`src/rtl/uart_rx_param.sv`:
```
// Parametrised UART receiver; UART_RX_MAJORITY_EN selects 2-of-3 bit voting instead of a single mid-bit sample.
// Result appears mid+2 cycles into the last stop bit; no backpressure, the consumer must take each pulse.
module uart_rx_param #(
  parameter int DATA_W     = 8,
  parameter int PRESCALE_W = 6,
  parameter int STOP_BITS  = 1
) (
  input  logic                  CLK,
  input  logic                  RST,
  input  logic                  RX_IN,
  input  logic                  PAR_EN,
  input  logic                  PAR_TYP,
  input  logic [PRESCALE_W-1:0] prescale,
  output logic [DATA_W-1:0]     P_DATA,
  output logic                  data_valid,
  output logic                  par_err,
  output logic                  stp_err,
  output logic                  strt_glitch
);

  typedef enum logic [2:0] {IDLE, START, DATA, PARITY, STOP} state_t;

  localparam logic [PRESCALE_W-1:0] ONE       = PRESCALE_W'(1);
  localparam logic [PRESCALE_W-1:0] P_MIN     = PRESCALE_W'(4);
  localparam logic [3:0]            LAST_DATA = 4'(DATA_W - 1);
  localparam logic [3:0]            LAST_STOP = 4'(STOP_BITS - 1);

  state_t                  state, state_nxt;
  logic                    sync1, rx_s, rx_prev;
  logic [PRESCALE_W-1:0]   p_q, edge_cnt, mid, p_ld;
  logic [3:0]              bit_cnt;
  logic [DATA_W-1:0]       shreg;
  logic                    par_en_q, par_typ_q, par_flag, stp_flag;
  logic                    samp_b, bit_dec, dec_cyc, bnd_cyc, start_det;
  logic                    done, stp_now, dv_nxt, pe_nxt, se_nxt, sg_nxt;
`ifdef UART_RX_MAJORITY_EN
  logic                    samp_a;
`endif

  assign p_ld      = (prescale < P_MIN) ? P_MIN : prescale;
  assign mid       = p_q >> 1;
  assign dec_cyc   = (edge_cnt == mid + ONE);
  assign bnd_cyc   = (edge_cnt == p_q - ONE);
  assign start_det = (state == IDLE) && rx_prev && !rx_s;

  // The mid+1 sample is the live rx_s, so the decision lands on the same cycle in both builds.
`ifdef UART_RX_MAJORITY_EN
  assign bit_dec = (samp_a & samp_b) | (samp_a & rx_s) | (samp_b & rx_s);
`else
  assign bit_dec = samp_b;
`endif

  always_ff @(posedge CLK) begin
    if (RST) state <= IDLE;
    else     state <= state_nxt;
  end

  always_comb begin
    state_nxt = state;
    done      = 1'b0;
    sg_nxt    = 1'b0;
    case (state)
      IDLE:   if (start_det) state_nxt = START;
      START: begin
        if (dec_cyc && bit_dec) begin
          state_nxt = IDLE;
          sg_nxt    = 1'b1;
        end else if (bnd_cyc) begin
          state_nxt = DATA;
        end
      end
      DATA:   if (bnd_cyc && bit_cnt == LAST_DATA) state_nxt = par_en_q ? PARITY : STOP;
      PARITY: if (bnd_cyc) state_nxt = STOP;
      // Leave on the last stop decision so a following start edge is caught on time.
      STOP: begin
        if (dec_cyc && bit_cnt == LAST_STOP) begin
          state_nxt = IDLE;
          done      = 1'b1;
        end
      end
      default: state_nxt = IDLE;
    endcase
    stp_now = stp_flag | ~bit_dec;
    dv_nxt  = done & ~par_flag & ~stp_now;
    pe_nxt  = done & par_flag;
    se_nxt  = done & stp_now;
  end

  always_ff @(posedge CLK) begin
    if (RST) begin
      sync1     <= 1'b1;
      rx_s      <= 1'b1;
      rx_prev   <= 1'b1;
      p_q       <= P_MIN;
      edge_cnt  <= '0;
      bit_cnt   <= '0;
      shreg     <= '0;
      par_en_q  <= 1'b0;
      par_typ_q <= 1'b0;
      par_flag  <= 1'b0;
      stp_flag  <= 1'b0;
      samp_b    <= 1'b1;
`ifdef UART_RX_MAJORITY_EN
      samp_a    <= 1'b1;
`endif
    end else begin
      sync1   <= RX_IN;
      rx_s    <= sync1;
      rx_prev <= rx_s;
      if (state == IDLE) begin
        edge_cnt <= start_det ? ONE : '0;
        bit_cnt  <= '0;
        if (start_det) begin
          p_q       <= p_ld;
          par_en_q  <= PAR_EN;
          par_typ_q <= PAR_TYP;
          par_flag  <= 1'b0;
          stp_flag  <= 1'b0;
        end
      end else begin
        edge_cnt <= bnd_cyc ? '0 : edge_cnt + ONE;
        if (state_nxt != state) bit_cnt <= '0;
        else if (bnd_cyc)       bit_cnt <= bit_cnt + 4'd1;
`ifdef UART_RX_MAJORITY_EN
        if (edge_cnt == mid - ONE) samp_a <= rx_s;
`endif
        if (edge_cnt == mid) samp_b <= rx_s;
        if (dec_cyc) begin
          case (state)
            DATA:    shreg    <= {bit_dec, shreg[DATA_W-1:1]};
            PARITY:  par_flag <= bit_dec ^ (^shreg) ^ par_typ_q;
            STOP:    if (!bit_dec) stp_flag <= 1'b1;
            default: ;
          endcase
        end
      end
    end
  end

  always_ff @(posedge CLK) begin
    if (RST) begin
      P_DATA      <= '0;
      data_valid  <= 1'b0;
      par_err     <= 1'b0;
      stp_err     <= 1'b0;
      strt_glitch <= 1'b0;
    end else begin
      data_valid  <= dv_nxt;
      par_err     <= pe_nxt;
      stp_err     <= se_nxt;
      strt_glitch <= sg_nxt;
      if (done) P_DATA <= shreg;
    end
  end

endmodule

```
`config.mk`:
```
export PLATFORM = sky130hd
export DESIGN_NAME = uart_rx_param
export DESIGN_NICKNAME = d
export VERILOG_FILES = /design/src/rtl/uart_rx_param.sv
export SDC_FILE = /design/constraint.sdc
export NUM_CORES = 1
export LEC_CHECK = 0
export CAP_MARGIN = 20
export CORE_UTILIZATION = 56
export DETAILED_ROUTE_END_ITERATION = 7
export MAX_ROUTING_LAYER = met4
export PLACE_DENSITY = 0.78
export SETUP_SLACK_MARGIN = 0.1
export SLEW_MARGIN = 20
export SYNTH_ARGS = -nofsm -noshare
export SYNTH_HDL_FRONTEND = slang
export SYNTH_SLANG_ARGS = --single-unit
export TNS_END_PERCENT = 5
```
`constraint.sdc`:
```
create_clock -name CLK -period 2.65 [get_ports CLK]
set_clock_uncertainty 0.05 [all_clocks]
set_input_delay 0.6625 -clock CLK [delete_from_list [all_inputs] [get_ports CLK]]
set_output_delay 0.6625 -clock CLK [all_outputs]
set_load 0.03 [all_outputs]
```
[Word level (Yosys, flattened, before mapping)]
Index checks and enable logic that the tools add are counted.
Storage, ports and cells
  memory bits (read-only): 0
  bits of input ports: 11
  bits in writable memories: 0
  register bits after elaboration: 47
  output and inout bits: 12
  memories: 0
  word-level logic and storage cells: 88
  latch bits: 0
Operators by class
  eq/ne operators: 11
  shift operators: 0
  $mul: 0
  bitwise operators: 12
  magnitude comparators: 1
  reduce and logical (&&, ||, !) cells: 19
  multiplexer cells: 23
  div/mod/pow operators: 0
  $add $sub $neg: 4
Operators with widths (count)
  3-bit two-way mux: 7
  6-bit two-way mux: 3
  3-bit case mux with 5 select lines: 1
  6-bit == test: 2
  1-bit two-way mux: 12
  8-bit parity: 1
  5-bit by 1-bit adder with 6-bit output, second input constant: 1
  6-bit by 1-bit adder with 6-bit output, second input constant: 1
  3-bit by 2-bit == test with 1-bit output, second input constant: 2
  6-bit by 5-bit == test with 1-bit output: 1
  6-bit by 3-bit < comparator with 1-bit output, second input constant: 1
  3-bit AND reduction: 2
  2-bit nonzero test: 3
  6-bit by 1-bit subtractor with 6-bit output, second input constant: 1
  1-bit logical AND: 5
  1-bit NOT: 5
  4-bit by 1-bit adder with 4-bit output, second input constant: 1
  1-bit bitwise AND: 4
  4-bit by 3-bit == test with 1-bit output, second input constant: 1
  4-bit logical NOT: 1
  2-bit AND reduction: 2
  4-bit AND reduction: 1
  3-bit by 1-bit == test with 1-bit output, second input constant: 1
  3-bit == test, second input constant: 1
  9 further kinds: 10

[Logic depth before layout (Yosys ltp)]
  depth after elaboration: 7
  mapped depth: 10

[Least setup slack after synthesis]
No wires, ideal clock.
  path type: register to register
  start point: register p_q[1]
  end point: register P_DATA[0]
  clock period less this slack: 2040 ps
  data required time: 2472 ps
  cell stages (with the launch flop): 8
  path slack: 610 ps
  arrival: 1863 ps
  setup time: 128 ps
  path through: dfxtp_1 > ha_1 > or3b_1 > a211o_1 > nand3_1 > nand4_2 > mux2i_1 > nor2_1
On the way
  word-level cells in the longest chain between the ends: 5
Ends and longest elaborated chain
  from (decl): RTL line 30  | logic [PRESCALE_W-1:0] p_q, edge_cnt, mid, p_ld;
  from (signal assigned): RTL line 114  | p_q <= p_ld;
  5-bit by 1-bit adder with 6-bit output: RTL line 42  | assign dec_cyc = (edge_cnt == mid + ONE);
  6-bit == test: RTL line 42
  1-bit logical AND: RTL line 76  | if (dec_cyc && bit_cnt == LAST_STOP) begin
  1-bit two-way mux: RTL line 76
  1-bit two-way mux: RTL line 62  | case (state)
  to (signal assigned): RTL line 152  | if (done) P_DATA <= shreg;
  to (decl): RTL line 14  | output logic [DATA_W-1:0] P_DATA,
Every way passes these cells.
A chain may end at the register's enable or synchronous reset.

[Worst setup path in the final report]
  start point: register p_q[2]
  end point: register P_DATA[6]
Same word-level chain as after synthesis.

==> flow_summary.toml <==
[clock_network]
cts_buffers = 5
clk_pin_slew_ps = 80
cts_repair_resize_count = 0
cts_setup_buffers = 0
worstSkewPairLatency_ps = 300
cts_tree = "built"
clk_path_buf_depth = 2
clkSinkCount = 47
hold_buffers = 0
cts_root_buf = "clkbuf_8"
cts_max_level = 2

[place]
io_buffers = 22
dp_hpwl_mm = 3.296
gp_congestion = 0.8476

[cells_and_area]
area_delta_synth_final_pct = 14.15
final_cell_mix = "47 x dfxtp_1, 34 x nor2_1, 25 x xnor2_1"
layout_commonest_cell = "dfxtp_1"
finalNetCount = 296
antennaDiodeCount = 0
drive_above_1_share_pct = 7.143

[yosys]
synthXorXnorAreaFrac_pct = 12.33
synth_fa_ha_area_share_pct = 3.203
synthArstFlopShare_pct = 0
synth_top_family_by_area = "simple AND/OR/NAND/NOR gates"
synth_nets = 277
syn_inst = 260
synth_edf_count = 0
synth.area.mux_share_pct = 8.115
syn_area_per_cell_um2 = 9.013
synth.top_cell.area_share_pct = 40.15
synth_area_mm2 = 0.002343
yosysWarnings = 0
synth-simple-area-share_pct = 26.48
synth_ff_type = "dfxtp_1"
synth_compound_area_share_pct = 5.713
ys_top_cells_by_area = "dfxtp_1 40%, xnor2_1 9.3%, mux2i_1 8.1%"
synth_seq_cells = 47
synth_cell_type_count = 44
synth-seq-area-share_pct = 40.15
synth_top_area_cell = "dfxtp_1"

[worst_setup_path]
cp-end-kind = "register"
start_kind = "register"
cp_data_required_time_ps = 2800
path_max_fanout = 8
crit_path_max_incr_delay_ps = 500
worstPathArrival_ps = 2550
crit_chain = "ha_1 > or3b_1 > a211o_1 > nand3_1 > nand4_2 > mux2i_1 > nor2_1"
crit_slowest_cell = "dfxtp_1"
worstSetupPathType = "register to register"

[min_path]
hp-class = "register to register"

[detailed_routing]
viasPerCell = 5.439
wl_met1_mm = 2.150
wl_per_cell_um = 13.61
dr_wl_met2_mm = 2.131
final_antenna_net_count = 0
wl_mm = 4.492
highest_layer = "met4"
vias = 1795
drt_pass1_iterations = 4
drc_errors = 0
drt_iter0_drc = 73
met3_length_um = 163

[timing]
worstMarginPinSlew_ps = 679.9
fin_tns_setup_ps = 0
max_freq_mhz = 416.5
grt_setup_unrepaired = "yes"
fin_crit_sh_pct = 90.60
setup_viol_count_final = 0
slew_viol_final = 0
fin_crit_ps = 2401
max_slew_margin_pct = 54.58
hold_viol = 0

[outcome]
status = "completed"

[global_routing]
antenna_found_initial = 0
grt_max_degree = 34
grt_pass1_vias = 1733
grt_pass1_wl_mm = 7.817
gr-total-overflow = 0
grt_usage_pct = 23.93

[pwr]
total_power_mw = 1.236
vdd_drop_max_mv = 0.3448
power_density_mw_per_mm2 = 462.1
p_leak_nw = 1.043

[floorplanning]
rows = 23
dieArea_mm2 = 0.004448
die_h_um = 66.69
ioPinCount = 23
die_w_um = 66.69
core_mm2 = 0.004000
start_util_pct = 58.59

[run]
max_cap_violations = 0
## per-layer routing
| layer | vias to the layer above | GRT usage [%] |
|---|---|---|
| li1 | 916 | - |
| met1 | 850 | 29.20 |
| met2 | 23 | 39.02 |
| met3 | 6 | 5.651 |
| met4 | 0 | 7.181 |
| met5 | - | - |
## sequential cells by signal, indices dropped and copies added (netlist names), 3 cells and up
register / cells
P_DATA: 8
shreg: 8
edge_cnt: 6
p_q: 6
bit_cnt: 4
state: 3
## synthesized netlist by cell type (2+ instances only)
cell / number
a21oi_1: 11
and3_1: 4
buf_2: 3
buf_6: 2
clkbuf_1: 7
dfxtp_1: 47
ha_1: 6
inv_1: 6
mux2i_1: 19
nand2_1: 20
nand2b_1: 6
nand3_1: 12
nand3b_1: 2
nor2_1: 34
nor2b_1: 2
nor3_1: 8
nor3_2: 2
nor3b_1: 6
nor4_1: 2
o21ai_0: 2
or2_2: 3
or3_1: 3
xnor2_1: 25
xor2_1: 8
## critical path: cells and delay by family (launching register included)
kind	cells	cell delay, ps
adder cells (fa/ha/maj)	1	240
AO/OA/AOI/OAI	1	300
multiplexers	1	280
AND/OR/NAND/NOR	4	930
flip-flops	1	500
## power by group
part           switching (mW)  internal [mW]
Combinational          0.0454         0.0445
Sequential             0.0130          0.713
Clock                   0.235          0.185
## per-stage QoR
stage | area, µm² | setup slack (ps) | hold slack, ps | utilization, % | cells
finish | 2675 | 249.0 | 370.4 | 66.88 | 330
floorplan | 2344 | 609.6 | 339.5 | - | 260
CTS | 2675 | 229.1 | 375.1 | 66.88 | 330
detailed placement | 2590 | 227.5 | 350.3 | 64.75 | 322
global route | 2675 | 77.88 | 383.0 | 66.88 | 330
global placement | 2590 | 364.9 | 342.5 | 64.75 | 322
## kinds of logic after synthesis
logic type	count (synthesis)
compound gates	21
xor+xnor	33
fa+ha+maj	6
buf+inv	19
flops	47
mux	19
simple gates	115
## path summary, 6_finish.rpt
kind,to,startpoint,slack [ps],depth (start not counted)
setup / recovery,P_DATA[6]$_SDFFE_PP0P_,p_q[2]$_SDFFE_PP1P_,250,7
hold / removal,rx_s$_SDFF_PP1_,sync1$_SDFF_PP1_,370,1
setup reg to reg,P_DATA[6]$_SDFFE_PP0P_,p_q[2]$_SDFFE_PP1P_,250,7
hold reg to reg,rx_s$_SDFF_PP1_,sync1$_SDFF_PP1_,370,1
## final cells by class
| class | count | area [µm²] |
|---|---|---|
| Sequential cell | 47 | 940.9 |
| Timing Repair Buffer | 25 | 255.2 |
| Inverter | 6 | 22.52 |
| Clock inverter | 2 | 12.51 |
| Tap cell | 50 | 62.56 |
| Fill cell | 338 | 1325 |
| Multi-Input combinational cell | 194 | 1309 |
| Clock buffer | 6 | 72.57 |
(Power assumes the default switching activity.)
